File: src/rtl/reg_swap_ctrl.sv
// Register-transfer controller: NREG x WIDTH register file plus a temp register on a
// shared bus, running SWAP (via temp) or COPY. Optional op counter: REG_SWAP_CNT_EN.
module reg_swap_ctrl #(
  parameter int WIDTH = 8,
  parameter int NREG  = 4,
  parameter int SELW  = 2
) (
  input  logic             clk,
  input  logic             reset,
  input  logic             w,
  input  logic             mode,
  input  logic [SELW-1:0]  sel_a,
  input  logic [SELW-1:0]  sel_b,
  input  logic             ld,
  input  logic [SELW-1:0]  ld_sel,
  input  logic [WIDTH-1:0] data_in,
  input  logic [SELW-1:0]  rd_sel,
  output logic [WIDTH-1:0] rd_data,
  output logic [NREG:0]    rout,
  output logic [NREG:0]    rin,
  output logic [WIDTH-1:0] bus,
  output logic             busy,
  output logic             Done,
`ifdef REG_SWAP_CNT_EN
  output logic [15:0]      op_cnt,
`endif
  output logic             err
);

  localparam int IDXW = $clog2(NREG + 1);

  typedef enum logic [2:0] {
    IDLE = 3'd0,
    S1   = 3'd1,
    S2   = 3'd2,
    S3   = 3'd3,
    CP   = 3'd4
  } state_t;

  state_t                state_q, state_d;
  logic [SELW-1:0]       a_q, a_d, b_q, b_d;
  logic                  err_q, err_d;
  logic [WIDTH-1:0]      regs_q [NREG+1];
  logic                  ld_en_s;
  logic                  a_bad_s, b_bad_s, ld_bad_s;
  logic                  drv_vld_s, cap_vld_s, done_s;
  logic [IDXW-1:0]       drv_idx_s, cap_idx_s;
  logic [NREG:0]         rout_s, rin_s;
  logic [WIDTH-1:0]      bus_s;

  assign a_bad_s  = (int'(sel_a)  >= NREG);
  assign b_bad_s  = (int'(sel_b)  >= NREG);
  assign ld_bad_s = (int'(ld_sel) >= NREG);

  // State, captured operands and error pulse
  always_ff @(posedge clk) begin
    if (reset) begin
      state_q <= IDLE;
      a_q     <= {SELW{1'b0}};
      b_q     <= {SELW{1'b0}};
      err_q   <= 1'b0;
    end else begin
      state_q <= state_d;
      a_q     <= a_d;
      b_q     <= b_d;
      err_q   <= err_d;
    end
  end

  // Next-state: command acceptance in IDLE, fixed sequencing elsewhere; w beats ld
  always_comb begin
    state_d = state_q;
    a_d     = a_q;
    b_d     = b_q;
    err_d   = 1'b0;
    ld_en_s = 1'b0;
    case (state_q)
      IDLE: begin
        if (w) begin
          if (a_bad_s || b_bad_s) begin
            err_d = 1'b1;
          end else begin
            a_d     = sel_a;
            b_d     = sel_b;
            state_d = mode ? CP : S1;
          end
        end else if (ld) begin
          if (ld_bad_s) begin
            err_d = 1'b1;
          end else begin
            ld_en_s = 1'b1;
          end
        end else begin
          state_d = IDLE;
        end
      end
      S1:      state_d = S2;
      S2:      state_d = S3;
      S3:      state_d = IDLE;
      CP:      state_d = IDLE;
      default: state_d = IDLE;
    endcase
  end

  // Moore decode of bus driver / capture indices from the state
  always_comb begin
    drv_vld_s = 1'b0;
    cap_vld_s = 1'b0;
    drv_idx_s = {IDXW{1'b0}};
    cap_idx_s = {IDXW{1'b0}};
    done_s    = 1'b0;
    case (state_q)
      S1: begin
        drv_vld_s = 1'b1; drv_idx_s = IDXW'(a_q);
        cap_vld_s = 1'b1; cap_idx_s = IDXW'(NREG);
      end
      S2: begin
        drv_vld_s = 1'b1; drv_idx_s = IDXW'(b_q);
        cap_vld_s = 1'b1; cap_idx_s = IDXW'(a_q);
      end
      S3: begin
        drv_vld_s = 1'b1; drv_idx_s = IDXW'(NREG);
        cap_vld_s = 1'b1; cap_idx_s = IDXW'(b_q);
        done_s    = 1'b1;
      end
      CP: begin
        drv_vld_s = 1'b1; drv_idx_s = IDXW'(a_q);
        cap_vld_s = 1'b1; cap_idx_s = IDXW'(b_q);
        done_s    = 1'b1;
      end
      default: begin
        drv_vld_s = 1'b0;
        cap_vld_s = 1'b0;
      end
    endcase
  end

  // One-hot expansion of the bus controls and the bus mux itself
  always_comb begin
    rout_s = {(NREG+1){1'b0}};
    rin_s  = {(NREG+1){1'b0}};
    for (int i = 0; i <= NREG; i++) begin
      rout_s[i] = drv_vld_s && (drv_idx_s == IDXW'(i));
      rin_s[i]  = cap_vld_s && (cap_idx_s == IDXW'(i));
    end
    if (drv_vld_s) begin
      bus_s = regs_q[drv_idx_s];
    end else begin
      bus_s = {WIDTH{1'b0}};
    end
  end

  // Register file: bus capture while sequencing, external load only from IDLE
  always_ff @(posedge clk) begin
    if (reset) begin
      for (int i = 0; i <= NREG; i++) regs_q[i] <= {WIDTH{1'b0}};
    end else begin
      for (int i = 0; i <= NREG; i++) begin
        if (rin_s[i]) begin
          regs_q[i] <= bus_s;
        end else if (ld_en_s && (i < NREG) && (int'(ld_sel) == i)) begin
          regs_q[i] <= data_in;
        end else begin
          regs_q[i] <= regs_q[i];
        end
      end
    end
  end

`ifdef REG_SWAP_CNT_EN
  logic [15:0] cnt_q;

  // Completed-operation counter, wraps naturally
  always_ff @(posedge clk) begin
    if (reset) begin
      cnt_q <= 16'd0;
    end else if (done_s) begin
      cnt_q <= cnt_q + 16'd1;
    end else begin
      cnt_q <= cnt_q;
    end
  end

  assign op_cnt = cnt_q;
`endif

  assign rd_data = (int'(rd_sel) < NREG) ? regs_q[IDXW'(rd_sel)] : {WIDTH{1'b0}};
  assign rout    = rout_s;
  assign rin     = rin_s;
  assign bus     = bus_s;
  assign busy    = (state_q != IDLE);
  assign Done    = done_s;
  assign err     = err_q;

endmodule

File: config.mk
export PLATFORM = sky130hd
export DESIGN_NAME = reg_swap_ctrl
export DESIGN_NICKNAME = d
export VERILOG_FILES = /design/src/rtl/reg_swap_ctrl.sv
export SDC_FILE = /design/constraint.sdc
export NUM_CORES = 1
export LEC_CHECK = 0
export ABC_AREA = 0
export BUFFER_PORTS_ARGS = -buffer_cell sky130_fd_sc_hd__buf_2
export CORE_MARGIN = 1.5
export CORE_UTILIZATION = 58
export DETAILED_ROUTE_END_ITERATION = 6
export GPL_TIMING_DRIVEN = 0
export PLACE_DENSITY = 0.81
export SLEW_MARGIN = 0
export SYNTH_ARGS = -nofsm -noshare
export SYNTH_HDL_FRONTEND = slang
export SYNTH_SLANG_ARGS = --single-unit
File: constraint.sdc
create_clock -name clk -period 4.8 [get_ports clk]
set_input_delay 1.2 -clock clk [delete_from_list [all_inputs] [get_ports clk]]
set_output_delay 1.2 -clock clk [all_outputs]
set_load 0.005 [all_outputs]
==> flow_metrics.py, run 1 <==
metrics = {
    "clock_tree": {
        "cts.sinks": 47,
        "clk_pin_slew_ns": 0.08,
        "cts_max_path_buffers": 2,
        "postCtsSetupRepairBufs": 0,
        "worstSkewPairLatency_ns": 0.30,
        "cts_tree": "yes",
        "cts-resized-gates": 0,
        "cts_hold_buf": 0,
        "htreeDepth": 2,
        "cts_root_buf": "clkbuf_8",
        "cts-buffers-inserted": 5,
    },
    "cells_and_area": {
        "syn_to_final_growth_pct": 13.2,
        "n_antenna_cell": 0,
        "finalNetCount": 343,
        "layout-drive-gt1-share_pct": 25.1,
    },
    "floorplan": {
        "row_count": 25,
        "core-area_mm2": 0.00469,
        "die_x_um": 72.4,
        "initial_core_util_pct": 59.5,
        "die_area_mm2": 0.00524,
        "ios": 50,
        "die_h_um": 72.4,
    },
    "synthesis": {
        "yosys.area.top_type": "edfxtp_1",
        "synth.net_count": 292,
        "synth_top_area_share_pct": 43.0,
        "synth_warnings": 0,
        "synth-seq-cells": 47,
        "synth_area_leaders": "edfxtp_1 (43%), a21oi_1 (7.4%), mux4_2 (7.3%)",
        "yosysMostFrequentCell": "a21oi_1",
        "synth-async-reset-ratio_pct": 0,
        "synth_area_per_cell_um2": 10.3,
        "synthTopCellsByCount": "a21oi_1 (41), edfxtp_1 (40), nand2_1 (34), nor2_1 (22), mux2i_1 (16)",
        "synth_area_mm2": 0.00279,
        "yosysSeqAreaShare_pct": 48.1,
        "synth_ff_type": "edfxtp_1",
        "ys_types": 44,
        "postSynthCellCount": 271,
        "synth-edff-count": 40,
    },
    "sta": {
        "hold_violations": 0,
        "fmax_ghz": 0.228,
        "max_slew.worst_pin.slew_ns": 1.17,
        "setup_viol": 0,
        "layout_setup_ws_ns": 0.420,
        "period_minus_slack_ns": 4.38,
        "maxSlewHeadroom_pct": 21.7,
        "grt_setup_unrepaired": "no",
        "maxSlewViolCount": 0,
        "finClkSkew_ns": 0.00738,
        "setup_tns_ns": 0,
        "finalCritPeriodShare_pct": 91.2,
    },
    "setup_path": {
        "crit_path_start_kind": "flop",
        "end_kind": "output pin",
        "crit_required_ns": 3.60,
        "crit_type": "flop to output pin",
        "worstPathArrival_ns": 3.18,
        "path_max_fanout": 10,
    },
    "detailed_routing": {
        "drt-pass1-iter-count": 5,
        "vias": 2313,
        "vias_per_cell": 6.14,
        "drtIter0Drc": 227,
        "routed-wl-met3_um": 546,
        "m1WireLength_mm": 2.70,
        "postRouteAntennaNets": 0,
        "top_layer_used": "met4",
        "dr_wl_met2_mm": 3.36,
        "drcViolationCount": 0,
        "routed_wl_mm": 6.73,
        "wl_per_cell_um": 17.8,
    },
    "run_status": {
        "status": "complete, no violations",
    },
    "pwr": {
        "power_density_mw_per_mm2": 297,
        "p_comb_share_pct": 22.7,
        "peakVddDrop_uv": 140,
        "leakage_uw": 0.00131,
        "p_int_uw": 666,
        "seq_power_share_pct": 52.5,
        "clkPwrFrac_pct": 24.8,
        "power.share.switching_pct": 29.2,
        "p_sw_uw": 274,
    },
    "grt": {
        "grt_max_degree": 14,
        "grt_pass1_wl_mm": 10.8,
        "grt_usage_pct": 27.5,
        "grt_pass1_vias": 2240,
        "antenna_found_initial": 0,
        "grt_overflow_total": 0,
    },
    "placed_design": {
        "dp_slack_ns": 0.772,
        "port_buffers": 44,
        "dp_hpwl_mm": 4.63,
        "gp_congestion": 0.915,
    },
    "flow_run": {
        "maxCapViolations": 0,
    },
    "worst_hold_path": {
        "hp-class": "flop to flop",
    },
}
-- power by group through the flow --
stage	Combinational [uW]	Sequential, uW	Clock [uW]
floorplan	143	497	0
global placement	206	501	0
detailed placement	210	503	0
CTS	211	493	231
global route	234	497	248
finish	213	494	233
-- sequential cells by signal (all words and copies together) (netlist names) --
signal   cells
state_q      3
b_q          2
regs_q      40
a_q          2
-- per-layer routing --
metal | vias up | track usage [%]
met3 | 13 | 5.14
met2 | 111 | 45.2
met1 | 1096 | 36.5
li1 | 1093 | -
met4 | 0 | 10.9
met5 | - | 0
-- through the flow --
stage / utilization (%) / cells / hold slack [ns] / power (uW) / area [um2]
5_1_grt: 67.4 / 377 / 0.602 / 979 / 3160
2_1_floorplan: - / 271 / 0.499 / 640 / 2790
3_3_place_gp: 65.6 / 369 / 0.551 / 707 / 3080
3_5_place_dp: 65.6 / 369 / 0.561 / 713 / 3080
6_report: 67.4 / 377 / 0.569 / 940 / 3160
4_1_cts: 67.4 / 377 / 0.569 / 935 / 3160
-- cell usage in the layout, fill, tap and decap left out, types with 2 or more instances in the layout --
cell type | netlist | layout
or3_1 | 5 | 5
dfxtp_1 | 7 | 7
nor3_1 | 4 | 4
a21oi_1 | 41 | 41
mux4_2 | 9 | 9
nor4bb_1 | 3 | 3
xnor2_1 | 2 | 2
and3_1 | 3 | 3
buf_2 | 8 | 52
nand2b_1 | 2 | 2
nor2b_1 | 5 | 5
nand3_1 | 2 | 2
edfxtp_1 | 40 | 40
nor3b_1 | 2 | 2
a211oi_2 | 4 | 4
or2_2 | 2 | 2
mux2i_1 | 16 | 16
clkbuf_1 | 10 | 12
clkbuf_8 | 0 | 5
nand2_1 | 34 | 34
nor3b_4 | 2 | 2
inv_1 | 14 | 14
nor2_1 | 22 | 22
o22ai_1 | 7 | 7
buf_6 | 3 | 3
a211oi_1 | 2 | 2
nor4_1 | 4 | 4
-- cell type report --
type                            count  area, um2
Buffer                             23        123
Clock buffer                        7       76.3
Clock inverter                      1       5.00
Fill cell                         405       1530
Inverter                           14       52.6
Multi-Input combinational cell    187       1270
Sequential cell                    47       1340
Tap cell                           54       67.6
Timing Repair Buffer               44        220
-- cell families (layout without fill, tap and decap cells) --
family                    after synthesis  after routing  synth area share (%)
buffers and inverters                  37             89                  6.28
other                                   1              1                 0.134
and+or+nand+nor                        93             93                  17.1
AOI/OAI and AO/OA                      64             64                  14.1
muxes                                  26             26                  13.4
DFF                                    47             47                  48.0
xor gates and xnor gates                3              3                 0.941
-- worst paths after layout --
kind	startpoint	end	cells after the start	slack [ns]
worst min register to register	a_q[0]$_SDFFE_PP0P_	a_q[0]$_SDFFE_PP0P_	2	0.57
worst min-delay path	a_q[0]$_SDFFE_PP0P_	a_q[0]$_SDFFE_PP0P_	2	0.57
worst max register to register	state_q[1]$_SDFFE_PP0P_	regs_q[0][7]$_SDFFCE_PN0P_	7	1.63
worst max-delay path	state_q[1]$_SDFFE_PP0P_	bus[5]	10	0.42
-- worst max-delay path, stage by stage (launching register included) --
cell and delay (ns):
dfxtp_1 0.31, buf_6 0.13, nor3b_1 0.65, a211oi_1 0.16, buf_2 0.27, buf_1 0.33, mux2i_1 0.27, o22ai_1 0.10
a21oi_1 0.42, inv_1 0.09, buf_2 0.14
Power figures use the tool's default switching activity.
==> run 2, diff against run 1 <==
--- a/config.mk
+++ b/config.mk
@@ -5,13 +5,13 @@
 export SDC_FILE = /design/constraint.sdc
 export NUM_CORES = 1
 export LEC_CHECK = 0
-export ABC_AREA = 0
+export ABC_AREA = 1
 export BUFFER_PORTS_ARGS = -buffer_cell sky130_fd_sc_hd__buf_2
-export CORE_MARGIN = 1.5
+export CORE_MARGIN = 2
 export CORE_UTILIZATION = 58
 export DETAILED_ROUTE_END_ITERATION = 6
 export GPL_TIMING_DRIVEN = 0
-export PLACE_DENSITY = 0.81
+export PLACE_DENSITY = 0.8
 export SLEW_MARGIN = 0
 export SYNTH_ARGS = -nofsm -noshare
 export SYNTH_HDL_FRONTEND = slang
==> run 2 against run 1 <==
  * Fmax is 11% higher
  * Design area rose by 15%
  * Hold slack got worse by 0.085 ns
  * Critical path depth fell by 3
  * Register-to-register slack better by 0.81 ns
  * Non-clock buffer count fell by 4
  * Sequential share of layout area down 5.5 points
  * Via count increased by 38%
  * Largest power group unchanged
  * First-iteration DRC count rose by 53%
  * Global-route usage rose by 0.91 points
==> flow_metrics.py, run 2 <==
metrics = {
    "run_status": {
        "status": "complete, no violations",
    },
    "cells_and_area": {
        "finalNetCount": 554,
        "layout-drive-gt1-share_pct": 16.5,
        "multi_input_area_mm2": 0.00139,
        "final_cells": 606,
        "final_common_cell": "nand2_1",
        "largest-register": "regs_q",
        "reg.largest.list": "regs_q: 40 flops, state_q: 3 flops",
        "largest_register_ffs": 40,
        "n_antenna_cell": 0,
        "final-seq-area_mm2": 0.00134,
        "fillers": 483,
        "syn_to_final_growth_pct": 12.6,
        "final_cell_mix": "nand2_1 (194), inv_1 (92), buf_2 (50)",
    },
    "synthesis": {
        "synth-edff-count": 40,
        "synth_area_mm2": 0.00323,
        "synthTopCellsByCount": "nand2_1 (194), inv_1 (92), edfxtp_1 (40), a21oi_1 (25), nand3_1 (23)",
        "synth_top_area_share_pct": 37.2,
        "synth_top_family_by_area": "simple AND/OR/NAND/NOR gates",
        "synth-compound-area-share_pct": 8.22,
        "synthMuxAreaShare_pct": 0,
        "synth_ff_type": "edfxtp_1",
        "synth.net_count": 500,
        "synth_adder_area_share_pct": 0,
        "synth_area_per_cell_um2": 6.74,
        "ys_types": 27,
        "synthXorXnorAreaFrac_pct": 0,
        "synth_area_leaders": "edfxtp_1 (37%), nand2_1 (23%), inv_1 (11%)",
        "yosys.area_share.simple_pct": 34.8,
        "synth-seq-cells": 47,
        "postSynthCellCount": 479,
        "yosysMostFrequentCell": "nand2_1",
        "synth_warnings": 0,
        "synth-async-reset-ratio_pct": 0,
        "yosys.area.top_type": "edfxtp_1",
        "yosysSeqAreaShare_pct": 41.6,
    },
    "placed_design": {
        "port_buffers": 47,
        "dpl.cell_count": 598,
        "gp_congestion": 0.955,
        "dp_hpwl_mm": 6.50,
    },
    "detailed_routing": {
        "routed_wl_mm": 8.77,
        "drtIter0Drc": 347,
        "wl_per_cell_um": 14.5,
        "postRouteAntennaNets": 0,
        "drt-pass1-iter-count": 5,
        "drcViolationCount": 0,
        "vias": 3188,
        "vias_per_cell": 5.26,
    },
    "sta": {
        "setup_viol": 0,
        "fmax_ghz": 0.253,
        "maxSlewHeadroom_pct": 62.6,
        "maxSlewViolCount": 0,
        "grt_setup_unrepaired": "no",
        "max_slew.worst_pin.slew_ns": 0.559,
        "hold_violations": 0,
        "hold_ws_ns": 0.484,
        "setup_tns_ns": 0,
        "period_minus_slack_ns": 3.95,
        "finalCritPeriodShare_pct": 82.2,
        "finClkSkew_ns": 0.00641,
    },
    "grt": {
        "grt_overflow_total": 0,
        "grt_usage_pct": 28.4,
        "antenna_found_initial": 0,
        "grt_pass1_wl_mm": 13.1,
        "grt_max_degree": 14,
        "grt_pass1_vias": 2735,
    },
    "floorplan": {
        "ios": 50,
        "die_h_um": 78.6,
        "row_count": 27,
        "core-area_mm2": 0.00544,
        "initial_core_util_pct": 59.3,
        "die_x_um": 78.6,
        "die_area_mm2": 0.00618,
    },
    "setup_path": {
        "slowest_stage": "clkbuf_1",
        "end_kind": "output pin",
        "rrSetupSlack_ns": 2.44,
        "crit_type": "primary input to output pin",
        "crit_path_cell_trace": "clkbuf_1 > inv_1 > clkbuf_1 > o21ai_0 > a21oi_1 > a21oi_1 > buf_2",
        "path_max_fanout": 10,
        "max_stage_delay_ns": 0.41,
        "crit_path_start_kind": "primary input",
        "worst_r2r_path_depth": 14,
        "worstPathArrival_ns": 2.75,
        "crit_required_ns": 3.60,
    },
    "pwr": {
        "power_density_mw_per_mm2": 281,
        "leakage_uw": 0.00227,
        "peakVddDrop_uv": 170,
    },
    "worst_hold_path": {
        "hp-class": "flop to flop",
        "whs_path_depth": 2,
    },
    "flow_run": {
        "maxCapViolations": 0,
    },
    "clock_tree": {
        "worstSkewPairLatency_ns": 0.31,
        "cts_root_buf": "clkbuf_8",
        "cts-resized-gates": 0,
        "postCtsSetupRepairBufs": 0,
        "htreeDepth": 2,
        "cts-buffers-inserted": 5,
        "cts_tree": "yes",
        "cts.sinks": 47,
        "cts_max_path_buffers": 2,
        "clk_pin_slew_ns": 0.08,
        "cts_hold_buf": 0,
    },
}
-- run 2: routing by layer --
layer	GRT usage, %	vias to the layer above	routed length [um]	share of wire, %
li1	-	1563	-	-
met1	35.8	1456	3590	41
met2	48.9	137	4270	49
met3	3.79	32	595	6.8
met4	12.5	0	306	3.5
met5	0	-	0	0
-- run 2: final timing paths --
check                                from                         end
setup reg to reg  state_q[1]$_SDFFE_PP0P_  regs_q[3][2]$_SDFFCE_PN0P_
hold / removal        b_q[1]$_SDFFE_PP0P_         b_q[1]$_SDFFE_PP0P_
hold reg to reg       b_q[1]$_SDFFE_PP0P_         b_q[1]$_SDFFE_PP0P_
setup / recovery                rd_sel[0]                  rd_data[3]
-- run 2: cell families (layout without fill, tap and decap cells) --
kind of cell,after synthesis,after routing
AND/OR/NAND/NOR,264,264
other,1,1
buffers and inverters,116,171
flip-flops,47,47
AO/OA/AOI/OAI,51,51
-- run 2: power breakdown --
| group | switching, uW | internal [uW] | leakage, uW |
|---|---|---|---|
| Combinational | 188 | 97.0 | 0.00176 |
| Clock | 138 | 99.8 | 0.0000403 |
| Sequential | 17.8 | 481 | 0.000474 |
| Total | 344 | 677 | 0.00227 |
-- run 2: critical path, delay by kind of cell --
| kind | cells | cell delay [ns] |
|---|---|---|
| compound gates | 3 | 0.50 |
| buf+inv | 4 | 1.04 |
-- run 2: area by class of cell --
type	count	area share (%)
Clock buffer	6	2.00
Inverter	100	10.4
Clock inverter	2	0.207
Multi-Input combinational cell	316	38.3
Buffer	16	3.20
Timing Repair Buffer	47	6.48
Tap cell	72	2.48
Sequential cell	47	36.9
-- run 2: stage by stage --
stage | utilization (%) | power [uW] | setup WS, ns | cell area [um2]
4_1_cts | 66.8 | 1010 | 0.946 | 3630
6_report | 66.8 | 1020 | 0.853 | 3630
5_1_grt | 66.8 | 1060 | 0.675 | 3630
2_1_floorplan | - | 693 | 1.51 | 3230
3_5_place_dp | 65.3 | 787 | 0.953 | 3550
3_3_place_gp | 65.3 | 777 | 0.995 | 3550
==> run 3, diff against run 2 <==
--- a/config.mk
+++ b/config.mk
@@ -5,13 +5,13 @@
 export SDC_FILE = /design/constraint.sdc
 export NUM_CORES = 1
 export LEC_CHECK = 0
-export ABC_AREA = 1
+export ABC_AREA = 0
 export BUFFER_PORTS_ARGS = -buffer_cell sky130_fd_sc_hd__buf_2
 export CORE_MARGIN = 2
-export CORE_UTILIZATION = 58
+export CORE_UTILIZATION = 50
 export DETAILED_ROUTE_END_ITERATION = 6
 export GPL_TIMING_DRIVEN = 0
-export PLACE_DENSITY = 0.8
+export PLACE_DENSITY = 0.75
 export SLEW_MARGIN = 0
 export SYNTH_ARGS = -nofsm -noshare
 export SYNTH_HDL_FRONTEND = slang
==> constraint.sdc (replaced) <==
create_clock -name clk -period 3.2 [get_ports clk]
set_input_delay 0.8 -clock clk [delete_from_list [all_inputs] [get_ports clk]]
set_output_delay 0.8 -clock clk [all_outputs]
set_load 0.005 [all_outputs]
==> run 3 against run 2 <==
  * Non-clock buffer count up 19
  * Cell count down 32%
  * Sequential share of layout area up 2.1 points
  * Clock power up 95%
  * Register-to-register slack worse by 2.3 ns
  * Total power up 54%
  * Die area up 0.33%
  * Sequential power up 49%
  * Global-route usage down 4.9 points
  * First-iteration DRC count down 50%
  * Wire length down 17%
  * Largest power group unchanged
  * Highest routed layer unchanged
==> flow_metrics.py, run 3 (same netlist as run 1, synthesis figures left out) <==
metrics = {
    "run_status": {
        "status": "complete, no violations",
    },
    "clock_tree": {
        "cts_root_buf": "clkbuf_8",
        "cts_max_path_buffers": 2,
        "cts_hold_buf": 0,
        "htreeDepth": 2,
        "cts-buffers-inserted": 5,
        "cts_tree": "yes",
        "clk_pin_slew_ns": 0.10,
        "cts.sinks": 47,
        "worstSkewPairLatency_ns": 0.31,
    },
    "detailed_routing": {
        "vias_per_cell": 5.91,
        "postRouteAntennaNets": 0,
        "drt-pass1-iter-count": 5,
        "drcViolationCount": 0,
        "routed_wl_mm": 7.31,
        "wl_per_cell_um": 17.8,
        "drtIter0Drc": 173,
        "vias": 2423,
    },
    "floorplan": {
        "initial_core_util_pct": 51.3,
        "core-area_mm2": 0.00544,
        "ios": 50,
        "die_h_um": 78.7,
        "die_area_mm2": 0.00620,
        "row_count": 27,
        "die_x_um": 78.7,
    },
    "pwr": {
        "p_sw_uw": 460,
        "power_density_mw_per_mm2": 456,
        "leakage_uw": 0.00143,
        "p_comb_share_pct": 23.2,
        "power.share.switching_pct": 29.3,
        "clkPwrFrac_pct": 29.5,
        "seq_power_share_pct": 47.3,
        "peakVddDrop_uv": 218,
        "p_int_uw": 1110,
    },
    "cells_and_area": {
        "reg.largest.list": "regs_q: 40 flops, state_q: 3 flops",
        "fillers": 437,
        "largest_register_ffs": 40,
        "final_common_cell": "buf_2",
        "n_antenna_cell": 0,
        "layout-drive-gt1-share_pct": 34.0,
        "final_cell_mix": "buf_2 (49), edfxtp_1 (40), nand2_1 (34)",
        "finalNetCount": 358,
        "stdcell_area_mm2": 0.00345,
        "largest-register": "regs_q",
        "final_cells": 410,
        "syn_to_final_growth_pct": 23.6,
    },
    "setup_path": {
        "slowest_stage": "dfxtp_4",
        "critPathBufInv": 5,
        "crit_type": "flop to output pin",
        "crit_path_cell_trace": "buf_8 > nor4bb_2 > a211oi_1 > buf_4 > clkbuf_4 > mux2i_1 > o22ai_1 > a21oi_2 > inv_1 > buf_2",
        "rr_startpoint": "state_q[1]$_SDFFE_PP0P_",
        "startpoint": "state_q[2]$_SDFFE_PP0P_",
        "crit_path_start_kind": "flop",
        "end_kind": "output pin",
        "path_max_fanout": 10,
        "crit_required_ns": 2.40,
        "worstPathArrival_ns": 2.34,
        "max_stage_delay_ns": 0.38,
        "path_delay_family": "buffers and inverters",
    },
    "worst_hold_path": {
        "hp-start": "a_q[1]$_SDFFE_PP0P_",
        "hp-class": "flop to flop",
    },
    "placed_design": {
        "dp_slack_ns": -0.361,
        "dp_hpwl_mm": 4.64,
        "gp_congestion": 0.876,
        "placed_area_mm2": 0.00310,
        "dpl.cell_count": 387,
        "port_buffers": 44,
    },
    "sta": {
        "hold_ws_ns": 0.575,
        "maxSlewHeadroom_pct": 28.5,
        "setup_viol": 0,
        "maxSlewViolCount": 0,
        "fmax_ghz": 0.319,
        "layout_setup_ws_ns": 0.0605,
        "period_minus_slack_ns": 3.14,
        "finClkSkew_ns": 0.0136,
        "finalCritPeriodShare_pct": 98.1,
        "hold_violations": 0,
        "max_slew.worst_pin.slew_ns": 1.06,
    },
    "flow_run": {
        "maxCapViolations": 0,
    },
    "grt": {
        "grt_overflow_total": 0,
        "grt_pass1_vias": 2173,
        "grt_usage_pct": 23.6,
        "grt_pass1_wl_mm": 10.8,
        "antenna_found_initial": 0,
        "grt_max_degree": 17,
    },
}
-- run 3: area by class of cell --
cell class                 instances  area [um2]  share of cell area [%]
sequential                        47        1350                    39.0
clock buffer                       5        68.8                    1.99
tap                               72        90.1                    2.61
buffer                            23         153                    4.42
inverter                          14        52.6                    1.52
clock inverter                     3        47.5                    1.38
multi-input combinational        187        1350                    39.0
timing repair buffer              59         345                    10.0
-- run 3: worst paths after layout --
| path | slack [ns] | cells past startpoint | endpoint |
|---|---|---|---|
| min reg2reg | 0.57 | 2 | a_q[1]$_SDFFE_PP0P_ |
| min | 0.57 | 2 | a_q[1]$_SDFFE_PP0P_ |
| max reg2reg | 0.13 | 7 | regs_q[0][7]$_SDFFCE_PN0P_ |
| max | 0.06 | 10 | bus[1] |
-- run 3: what timing repair did --
| action | 4_1_cts | 5_1_grt |
|---|---|---|
| buffers inserted | 3 | 12 |
| pin swaps | 0 | 3 |
| gates resized for setup | 20 | 12 |
| endpoints found under the hold margin | 0 | 0 |
| setup endpoints to repair | 11 | 8 |
-- run 3: tightest hold or removal path, stage by stage (launching register included) --
cell,delay [ns]
dfxtp_1,0.36
mux2i_1,0.13
nor2_1,0.05
-- run 3: through the flow --
step	util, %	total power (uW)	TNS (ns)
6_report	63.4	1570	0
5_1_grt	63.4	1630	-0.131
4_1_cts	60.7	1540	0
3_5_place_dp	57.0	1070	-2.69
3_3_place_gp	57.0	1060	-2.35
2_1_floorplan	-	959	0
-- run 3: metal layers --
metal	global-route usage (%)	share of wire [%]	vias up
met4	9.82	1.7	0
li1	-	-	1128
met2	39.0	51	145
met5	0	0	-
met3	5.45	9.0	10
met1	29.9	38	1140
-- run 3: power by group through the flow --
stage,Clock (uW),Combinational (uW),Sequential [uW]
finish,464,365,744
floorplan,0,214,745
CTS,467,329,743
global placement,0,310,752
detailed placement,0,314,755
global route,485,393,749
